==> src/rtl/program_loader.sv <==
// program_loader: host byte loader that writes program bytes into RAM over the shared bus (checksum built under LOADER_CHECKSUM_EN)
module program_loader #(
  parameter int PROG_BYTES  = 16,
  parameter int SYNC_STAGES = 2
) (
  input  logic       clk,
  input  logic       rst,
  input  logic       start,
  input  logic [7:0] host_data,
  input  logic       host_strobe,
  output logic [7:0] bus_out,
  output logic       bus_oe,
  output logic       n_load_addr,
  output logic       n_load_data,
  output logic       n_ram_write,
  output logic       cpu_hold,
  output logic       byte_ack,
  output logic       done,
  output logic       overrun,
  output logic [3:0] addr,
  output logic [7:0] checksum
);
  typedef enum logic [2:0] {IDLE, WAIT_BYTE, SET_ADDR, SET_DATA, WRITE, NEXT, DONE} state_t;
  localparam logic [3:0] LAST = 4'(PROG_BYTES - 1);
  state_t state;
  logic [SYNC_STAGES-1:0] sync;
  logic sync_d;
  logic edge_det;
  logic go;
  logic [7:0] byte_reg;
  assign edge_det = sync[SYNC_STAGES-1] & ~sync_d;
  assign go = start & (state == IDLE || state == DONE);
  // synchronize the asynchronous host strobe and keep one delayed copy for edge detection
  always_ff @(posedge clk or posedge rst) begin
    if (rst) begin
      sync   <= '0;
      sync_d <= 1'b0;
    end else begin
      sync   <= {sync[SYNC_STAGES-2:0], host_strobe};
      sync_d <= sync[SYNC_STAGES-1];
    end
  end
  // session FSM; every output is registered on entry to the state it belongs to
  always_ff @(posedge clk or posedge rst) begin
    if (rst) begin
      state       <= IDLE;
      byte_reg    <= 8'h00;
      bus_out     <= 8'h00;
      bus_oe      <= 1'b0;
      n_load_addr <= 1'b1;
      n_load_data <= 1'b1;
      n_ram_write <= 1'b1;
      cpu_hold    <= 1'b0;
      byte_ack    <= 1'b0;
      done        <= 1'b0;
      overrun     <= 1'b0;
      addr        <= 4'h0;
    end else begin
      bus_oe      <= 1'b0;
      n_load_addr <= 1'b1;
      n_load_data <= 1'b1;
      n_ram_write <= 1'b1;
      byte_ack    <= 1'b0;
      case (state)
        IDLE, DONE: if (start) begin
          state    <= WAIT_BYTE;
          addr     <= 4'h0;
          done     <= 1'b0;
          overrun  <= 1'b0;
          cpu_hold <= 1'b1;
        end
        WAIT_BYTE: if (edge_det) begin
          byte_reg    <= host_data;
          state       <= SET_ADDR;
          bus_oe      <= 1'b1;
          bus_out     <= {4'h0, addr};
          n_load_addr <= 1'b0;
        end
        SET_ADDR: begin
          state       <= SET_DATA;
          bus_oe      <= 1'b1;
          bus_out     <= byte_reg;
          n_load_data <= 1'b0;
        end
        SET_DATA: begin
          state       <= WRITE;
          n_ram_write <= 1'b0;
        end
        WRITE: begin
          state    <= NEXT;
          byte_ack <= 1'b1;
        end
        NEXT: if (addr == LAST) begin
          state    <= DONE;
          addr     <= 4'h0;
          done     <= 1'b1;
          cpu_hold <= 1'b0;
        end else begin
          state <= WAIT_BYTE;
          addr  <= addr + 4'd1;
        end
        default: state <= IDLE;
      endcase
      if (edge_det && state != WAIT_BYTE) overrun <= 1'b1;
    end
  end
`ifdef LOADER_CHECKSUM_EN
  // running mod-256 sum, updated as a byte enters NEXT so it lines up with byte_ack
  always_ff @(posedge clk or posedge rst) begin
    if (rst) checksum <= 8'h00;
    else if (go) checksum <= 8'h00;
    else if (state == WRITE) checksum <= checksum + byte_reg;
  end
`else
  assign checksum = 8'h00;
`endif
endmodule

==> config.mk <==
export PLATFORM = sky130hd
export DESIGN_NAME = program_loader
export DESIGN_NICKNAME = d
export VERILOG_FILES = /design/src/rtl/program_loader.sv
export SDC_FILE = /design/constraint.sdc
export NUM_CORES = 1
export LEC_CHECK = 0
export ABC_AREA = 1
export BUFFER_PORTS_ARGS = -buffer_cell sky130_fd_sc_hd__buf_2
export CAP_MARGIN = 40
export CORE_AREA = 2 2 58 60
export CTS_BUF_LIST = sky130_fd_sc_hd__clkbuf_4 sky130_fd_sc_hd__clkbuf_8 sky130_fd_sc_hd__clkbuf_16
export DETAILED_ROUTE_END_ITERATION = 16
export DIE_AREA = 0 0 60 62
export GPL_ROUTABILITY_DRIVEN = 0
export MAX_ROUTING_LAYER = met4
export PLACE_DENSITY = 0.75
export RECOVER_POWER = 50
export SLEW_MARGIN = 10
export SYNTH_ARGS = -nofsm -noshare
export SYNTH_HDL_FRONTEND = slang
export SYNTH_SLANG_ARGS = --single-unit
==> constraint.sdc <==
create_clock -name clk -period 1.43 [get_ports clk]
set_input_delay 0.286 -clock clk [delete_from_list [all_inputs] [get_ports clk]]
set_output_delay 0.286 -clock clk [all_outputs]
set_load 0.005 [all_outputs]
==> results.py, run 1 <==
metrics = {
    "sta": {
        "rsz0062_at_grt": "no",
        "finalCritPeriodShare": 0.9007,
        "skew_ns": 0.008559,
        "worst_pin_slew_ns": 0.7915,
        "setup_tns_ns": 0,
        "slew_violations": 0,
        "hold_violations": 0,
        "setup_viol": 0,
        "fmax_ghz": 0.7764,
        "min_period_ns": 1.288,
        "slew_headroom": 0.4724,
    },
    "clock_tree": {
        "numCtsBuffers": 5,
        "root_buffer": "clkbuf_4",
        "ctsLongestPathBuffers": 2,
        "cts_setup_buffers": 0,
        "clkSinkCount": 34,
        "htree_levels": 2,
        "clk_pin_slew_ns": 0.09,
        "tritoncts": "done",
        "clk_latency_ns": 0.33,
    },
    "logic_synthesis": {
        "synth_ff_type": "dfrtp_1",
        "synth-seq-cells": 34,
        "yosysMostFrequentCell": "nand2_1",
        "synthTopCellsByArea": "dfrtp_1 (51%), nand2_1 (16%), nand3_1 (5.6%)",
        "ys_seq_area_frac": 0.5649,
        "netlist_area_um2": 1513,
        "yosysWarnings": 0,
        "synth_top_cell_by_area": "dfrtp_1",
        "synth_cell_types": 23,
        "synth_edf_count": 0,
        "avgSynthCellArea_um2": 8.846,
        "syn_inst": 171,
        "yosys.area.top_type_share": 0.5128,
        "ys_async_sr_fraction": 1.000,
        "yosys-top-cells-count": "nand2_1 (66), dfrtp_1 (31), nand3_1 (17)",
    },
    "detailed_routing": {
        "wire_per_inst_um": 9.750,
        "first_pass_iters": 4,
        "vias": 1167,
        "drt_iter0_markers": 33,
        "drcViolationCount": 0,
        "drt-total-wl_mm": 2.496,
        "antenna_left": 0,
        "avgViaCountPerCell": 4.559,
    },
    "die": {
        "row_count": 21,
        "coreArea_um2": 3179,
        "io-pin-count": 40,
        "initial_utilization": 0.4758,
        "fp.dieH_um": 62,
        "die_area_um2": 3720,
        "fp.dieW_um": 60,
    },
    "placement": {
        "hpwl_mm": 1.866,
        "io_buffers": 31,
        "dpl-instance-area_um2": 1695,
    },
    "global_routing": {
        "gr-usage-met1": 0.1772,
        "grt-busiest-layer": "met2",
        "grt_start_max_net_pins": 35,
        "antenna_found_initial": 0,
        "grt_use_met2": 0.2484,
        "grt_pass1_wl_mm": 4.119,
        "use_met3": 0.05590,
        "grt_usage": 0.1588,
        "grt-ovfl-total": 0,
        "grt_pass1_vias": 1008,
    },
    "power": {
        "report.power.total_uw": 3233,
        "p_leak_uw": 0.001027,
        "powerDensity_nw_per_um2": 1839,
        "irDropWorstVdd_v": 0.0007786,
    },
    "run": {
        "cap_violations": 0,
    },
    "hold_path": {
        "hold_path.class": "primary input to register",
    },
    "setup_path": {
        "cp-end-kind": "register",
        "crit_buf_inv": 1,
        "worst_ep_arrival_time_ns": 1.51,
        "cp.required_ns": 1.66,
        "cpPeakStageDelay_ns": 0.46,
        "crit_type": "register to register",
        "cp_max_fo": 7,
        "crit_chain": "ha_1 -> nand3_1 -> inv_1 -> nand2_1 -> nand2_1 -> nand3_1 -> nand2_1",
        "critPathTopFamily": "flip-flops",
        "worst_setup_path_start_kind": "register",
        "crit_top_cell": "nand2_1",
        "worst_path_max_delay_cell": "dfrtp_2",
    },
    "finish": {
        "nets": 222,
        "diodes": 0,
        "drive_above_1_share": 0.2905,
        "syn_to_final_growth_pct": 16.21,
        "final_area_um2": 1758,
        "fin_util": 0.5529,
    },
    "outcome": {
        "status": "complete, no violations",
    },
}
logic make-up (layout without fill, tap and decap cells):
| group | after synthesis | after routing | synth area share |
|---|---|---|---|
| adder cells (fa/ha/maj) | 1 | 1 | 0.008270 |
| flip-flops | 34 | 34 | 0.5649 |
| buffers and inverters | 27 | 59 | 0.09595 |
| other | 1 | 8 | 0.002479 |
| AO/OA/AOI/OAI | 8 | 8 | 0.03557 |
| AND/OR/NAND/NOR | 100 | 100 | 0.2928 |
cell usage in the layout, fill, tap and decap left out, drive strengths merged:
master / instances
a21boi: 1
a21oi: 3
buf: 33
clkbuf: 8
clkinv: 1
conb: 8
dfrtp: 31
dfstp: 3
ha: 1
inv: 17
nand2: 69
nand3: 18
nand4: 4
nor2: 7
o21ai: 4
or2: 2
area by class of cell:
cell class | instances | area, um2
fillers | 324 | 1421
flip-flops and latches | 34 | 855.8
multi-input cells | 117 | 539.3
repair buffers | 34 | 175.2
inverters | 17 | 66.31
clock buffers | 7 | 58.81
well taps | 46 | 57.56
clock inverters | 1 | 5.005
path summary, 6_finish.rpt:
path	slack, ns	cells past startpoint	startpoint	to
min	0.06	1	host_strobe	sync[0]
min in group asynchronous	0.16	3	rst	byte_reg[0]
min reg2reg	0.36	0	sync[0]	sync[1]
max reg2reg	0.14	7	addr[0]	state[1]
max in group asynchronous	0.72	3	rst	addr[0]
max	0.14	7	addr[0]	state[1]
power breakdown:
part           total [uW]  switching (uW)  internal, uW
combinational        1120             681           443
clock                 560             303           257
sequential           1550             229          1320
total                3230            1210          2020
through the flow:
| step | cells | hold slack, ns | worst slack, ns |
|---|---|---|---|
| global placement | 248 | 0.3338 | 0.1124 |
| finish | 256 | 0.05656 | 0.1420 |
| global route | 256 | 0.03238 | 0.02262 |
| detailed placement | 248 | 0.3418 | 0.1068 |
| floorplan | 178 | 0.3174 | 0.2661 |
| CTS | 256 | 0.02181 | 0.08738 |
timing repair:
item / CTS / global route
gates resized for setup: 0 / 1
hold buffers: 0 / 0
setup endpoints to repair: 0 / 2
routing by layer:
| metal | wire (um) | vias up | part of all wire |
|---|---|---|---|
| li1 | - | 594 | - |
| met1 | 1106 | 539 | 0.44 |
| met2 | 1180 | 27 | 0.47 |
| met3 | 122 | 7 | 0.049 |
| met4 | 87 | 0 | 0.035 |
| met5 | 0 | - | 0 |
(Power assumes the default switching activity.)
==> run 2, diff against run 1 <==
ABC_AREA = unset   (was 1)
CORE_AREA = 2 2 59 61   (was 2 2 58 60)
DIE_AREA = 0 0 61 63   (was 0 0 60 62)
PLACE_DENSITY = 0.74   (was 0.75)
==> run 2 against run 1 <==
Against the previous run: the run now ends with setup timing left; area after synthesis increased by 2.7%; hold slack worse by 0.0092 ns; global-route usage grew 3.2 points; final cell count down 13%; die area grew 3.3%; synthesized cell count fell by 27%; worst setup slack got worse by 0.15 ns; flip-flop and latch count did not move; clock skew is 0.0052 ns higher; critical path type unchanged; largest power group unchanged; highest routed layer unchanged.
==> results.py, run 2 <==
metrics = {
    "outcome": {
        "status": "finished, violations left",
        "failed_checks": "setup timing",
    },
    "detailed_routing": {
        "wire_per_inst_um": 13.59,
        "first_pass_iters": 4,
        "drt_iter0_markers": 24,
        "antenna_left": 0,
        "vias": 1103,
        "drt-total-wl_mm": 3.030,
        "drcViolationCount": 0,
        "avgViaCountPerCell": 4.946,
    },
    "logic_synthesis": {
        "syn_inst": 125,
        "avgSynthCellArea_um2": 12.43,
        "synthTopCellsByArea": "dfrtp_1 (50%), mux2_1 (8.7%), dfstp_2 (5.1%)",
        "synth-seq-cells": 34,
        "synth_ff_type": "dfrtp_1",
        "ys_async_sr_fraction": 1.000,
        "synth_edf_count": 0,
        "yosys.area.top_type_share": 0.4992,
        "yosys-top-cells-count": "dfrtp_1 (31), mux2_1 (12), buf_4 (9)",
        "synth_top_cell_by_area": "dfrtp_1",
        "netlist_area_um2": 1554,
        "yosysMostFrequentCell": "dfrtp_1",
        "ys_seq_area_frac": 0.5499,
        "synth_cell_types": 40,
        "yosysWarnings": 0,
    },
    "placement": {
        "io_buffers": 31,
        "hpwl_mm": 2.132,
        "dpl-instance-area_um2": 1848,
        "dp.cells": 213,
    },
    "sta": {
        "slew_violations": 0,
        "finalCritPeriodShare": 1.002,
        "worst_pin_slew_ns": 0.8108,
        "hold_violations": 0,
        "skew_ns": 0.01371,
        "fmax_ghz": 0.6978,
        "setup_viol": 1,
        "slew_headroom": 0.4595,
        "holdWs_ns": 0.04739,
        "rsz0062_at_grt": "yes",
        "setup_ws_ns": -0.003169,
        "min_period_ns": 1.433,
    },
    "die": {
        "initial_utilization": 0.4808,
        "die_area_um2": 3843,
        "fp.dieW_um": 61,
        "row_count": 21,
        "io-pin-count": 40,
        "fp.dieH_um": 63,
        "coreArea_um2": 3232,
    },
    "finish": {
        "drive_above_1_share": 0.4576,
        "final_cell_count_no_fill": 223,
        "final_cell_mix": "buf_2 (31), dfrtp_1 (30), buf_4 (15)",
        "diodes": 0,
        "final_area_um2": 2018,
        "nets": 189,
        "syn_to_final_growth_pct": 29.87,
        "final_common_cell": "buf_2",
    },
    "global_routing": {
        "use_met3": 0.07039,
        "antenna_found_initial": 0,
        "grt_pass1_wl_mm": 5.195,
        "grt-ovfl-total": 0,
        "grt_use_met2": 0.3038,
        "grt_pass1_vias": 1094,
        "gr-usage-met1": 0.2185,
        "grt-busiest-layer": "met2",
        "grt_start_max_net_pins": 35,
        "grt_usage": 0.1909,
    },
    "clock_tree": {
        "clk_latency_ns": 0.35,
        "ctsLongestPathBuffers": 2,
        "numCtsBuffers": 5,
        "htree_levels": 2,
        "root_buffer": "clkbuf_4",
        "clk_pin_slew_ns": 0.11,
        "clkSinkCount": 34,
        "ctsHoldBuffers": 0,
        "tritoncts": "done",
    },
    "setup_path": {
        "cp.required_ns": 1.67,
        "crit_type": "register to register",
        "worst_setup_path_start_kind": "register",
        "cp_max_fo": 5,
        "worst_ep_arrival_time_ns": 1.67,
        "cp-end-kind": "register",
    },
    "hold_path": {
        "hold_path.class": "primary input to register",
    },
    "run": {
        "cap_violations": 0,
    },
    "power": {
        "irDropWorstVdd_v": 0.0006598,
        "powerDensity_nw_per_um2": 1881,
        "p_leak_uw": 0.0009887,
    },
}
==> run 2: cell count changes in the layout (fill, tap and decap cells not counted), moves of 4 or more <==
| cell | change |
|---|---|
| a21oi_1 | +5 |
| a22o_1 | +4 |
| buf_4 | +13 |
| inv_1 | -7 |
| mux2_1 | +8 |
| mux2_4 | +8 |
| nand2_1 | -59 |
| nand3_1 | -13 |
==> run 2: cell type report <==
| class | instances | area [um2] |
|---|---|---|
| fillers | 264 | 1214 |
| flip-flops and latches | 34 | 855.8 |
| multi-input cells | 79 | 665.6 |
| repair buffers | 49 | 304.0 |
| clock inverters | 3 | 68.82 |
| well taps | 46 | 57.56 |
| clock buffers | 5 | 37.54 |
| inverters | 7 | 28.78 |
==> run 2: report_power, final <==
| part | leakage, uW | switching (uW) | internal (uW) |
|---|---|---|---|
| Sequential | 0.000420 | 177 | 1290 |
| Clock | 0.0000554 | 349 | 547 |
| Combinational | 0.000513 | 639 | 798 |
==> run 2: logic make-up (layout without fill, tap and decap cells) <==
group,after synthesis,in the layout,share of synthesized area
compound gates,24,24,0.1159
xor+xnor,1,1,0.005637
fa+ha+maj,1,1,0.008050
buf+inv,19,64,0.06923
flops,34,34,0.5499
mux,16,16,0.1256
other cells,1,8,0.002413
simple gates,29,29,0.1232
==> run 2: path summary, 6_finish.rpt <==
check,from,end,slack [ns],depth (start not counted)
max in group asynchronous,rst,state[2],0.72,3
setup / recovery,state[2],bus_out[2],-0.003,4
setup reg to reg,state[2],bus_out[2],-0.003,4
min in group asynchronous,rst,bus_out[4],0.15,3
hold / removal,host_strobe,sync[0],0.05,1
hold reg to reg,sync[0],sync[1],0.36,0
==> run 2: through the flow <==
stage	TNS, ns	worst slack [ns]	power (uW)	utilization
after floorplan	-0.4086	-0.1085	2303	-
after global placement	-0.2210	-0.06302	2744	0.5718
after detailed placement	-0.4895	-0.1364	2803	0.5718
after CTS	-0.01691	-0.01012	3814	0.6202
after global routing	-0.1887	-0.06574	4052	0.6245
final	-0.003169	-0.003169	3795	0.6245
==> run 2: worst max-delay path, stage by stage, from the launching register on <==
cell and delay [ns]:
dfrtp_2 0.45, nor3b_4 0.18, buf_6 0.15, mux2_4 0.30, mux2_4 0.25
==> run 2: repair_timing <==
item / CTS / global route
resized for setup: 9 / 4
setup buffers: 2 / 0
hold endpoints to repair: 0 / 0
pin swaps: 3 / 1
setup endpoints to repair: 7 / 13
==> run 2: metal layers <==
layer  wire, um  part of all wire
met5          0                 0
met2       1569              0.52
met1       1262              0.42
met4         46             0.015
met3        152             0.050
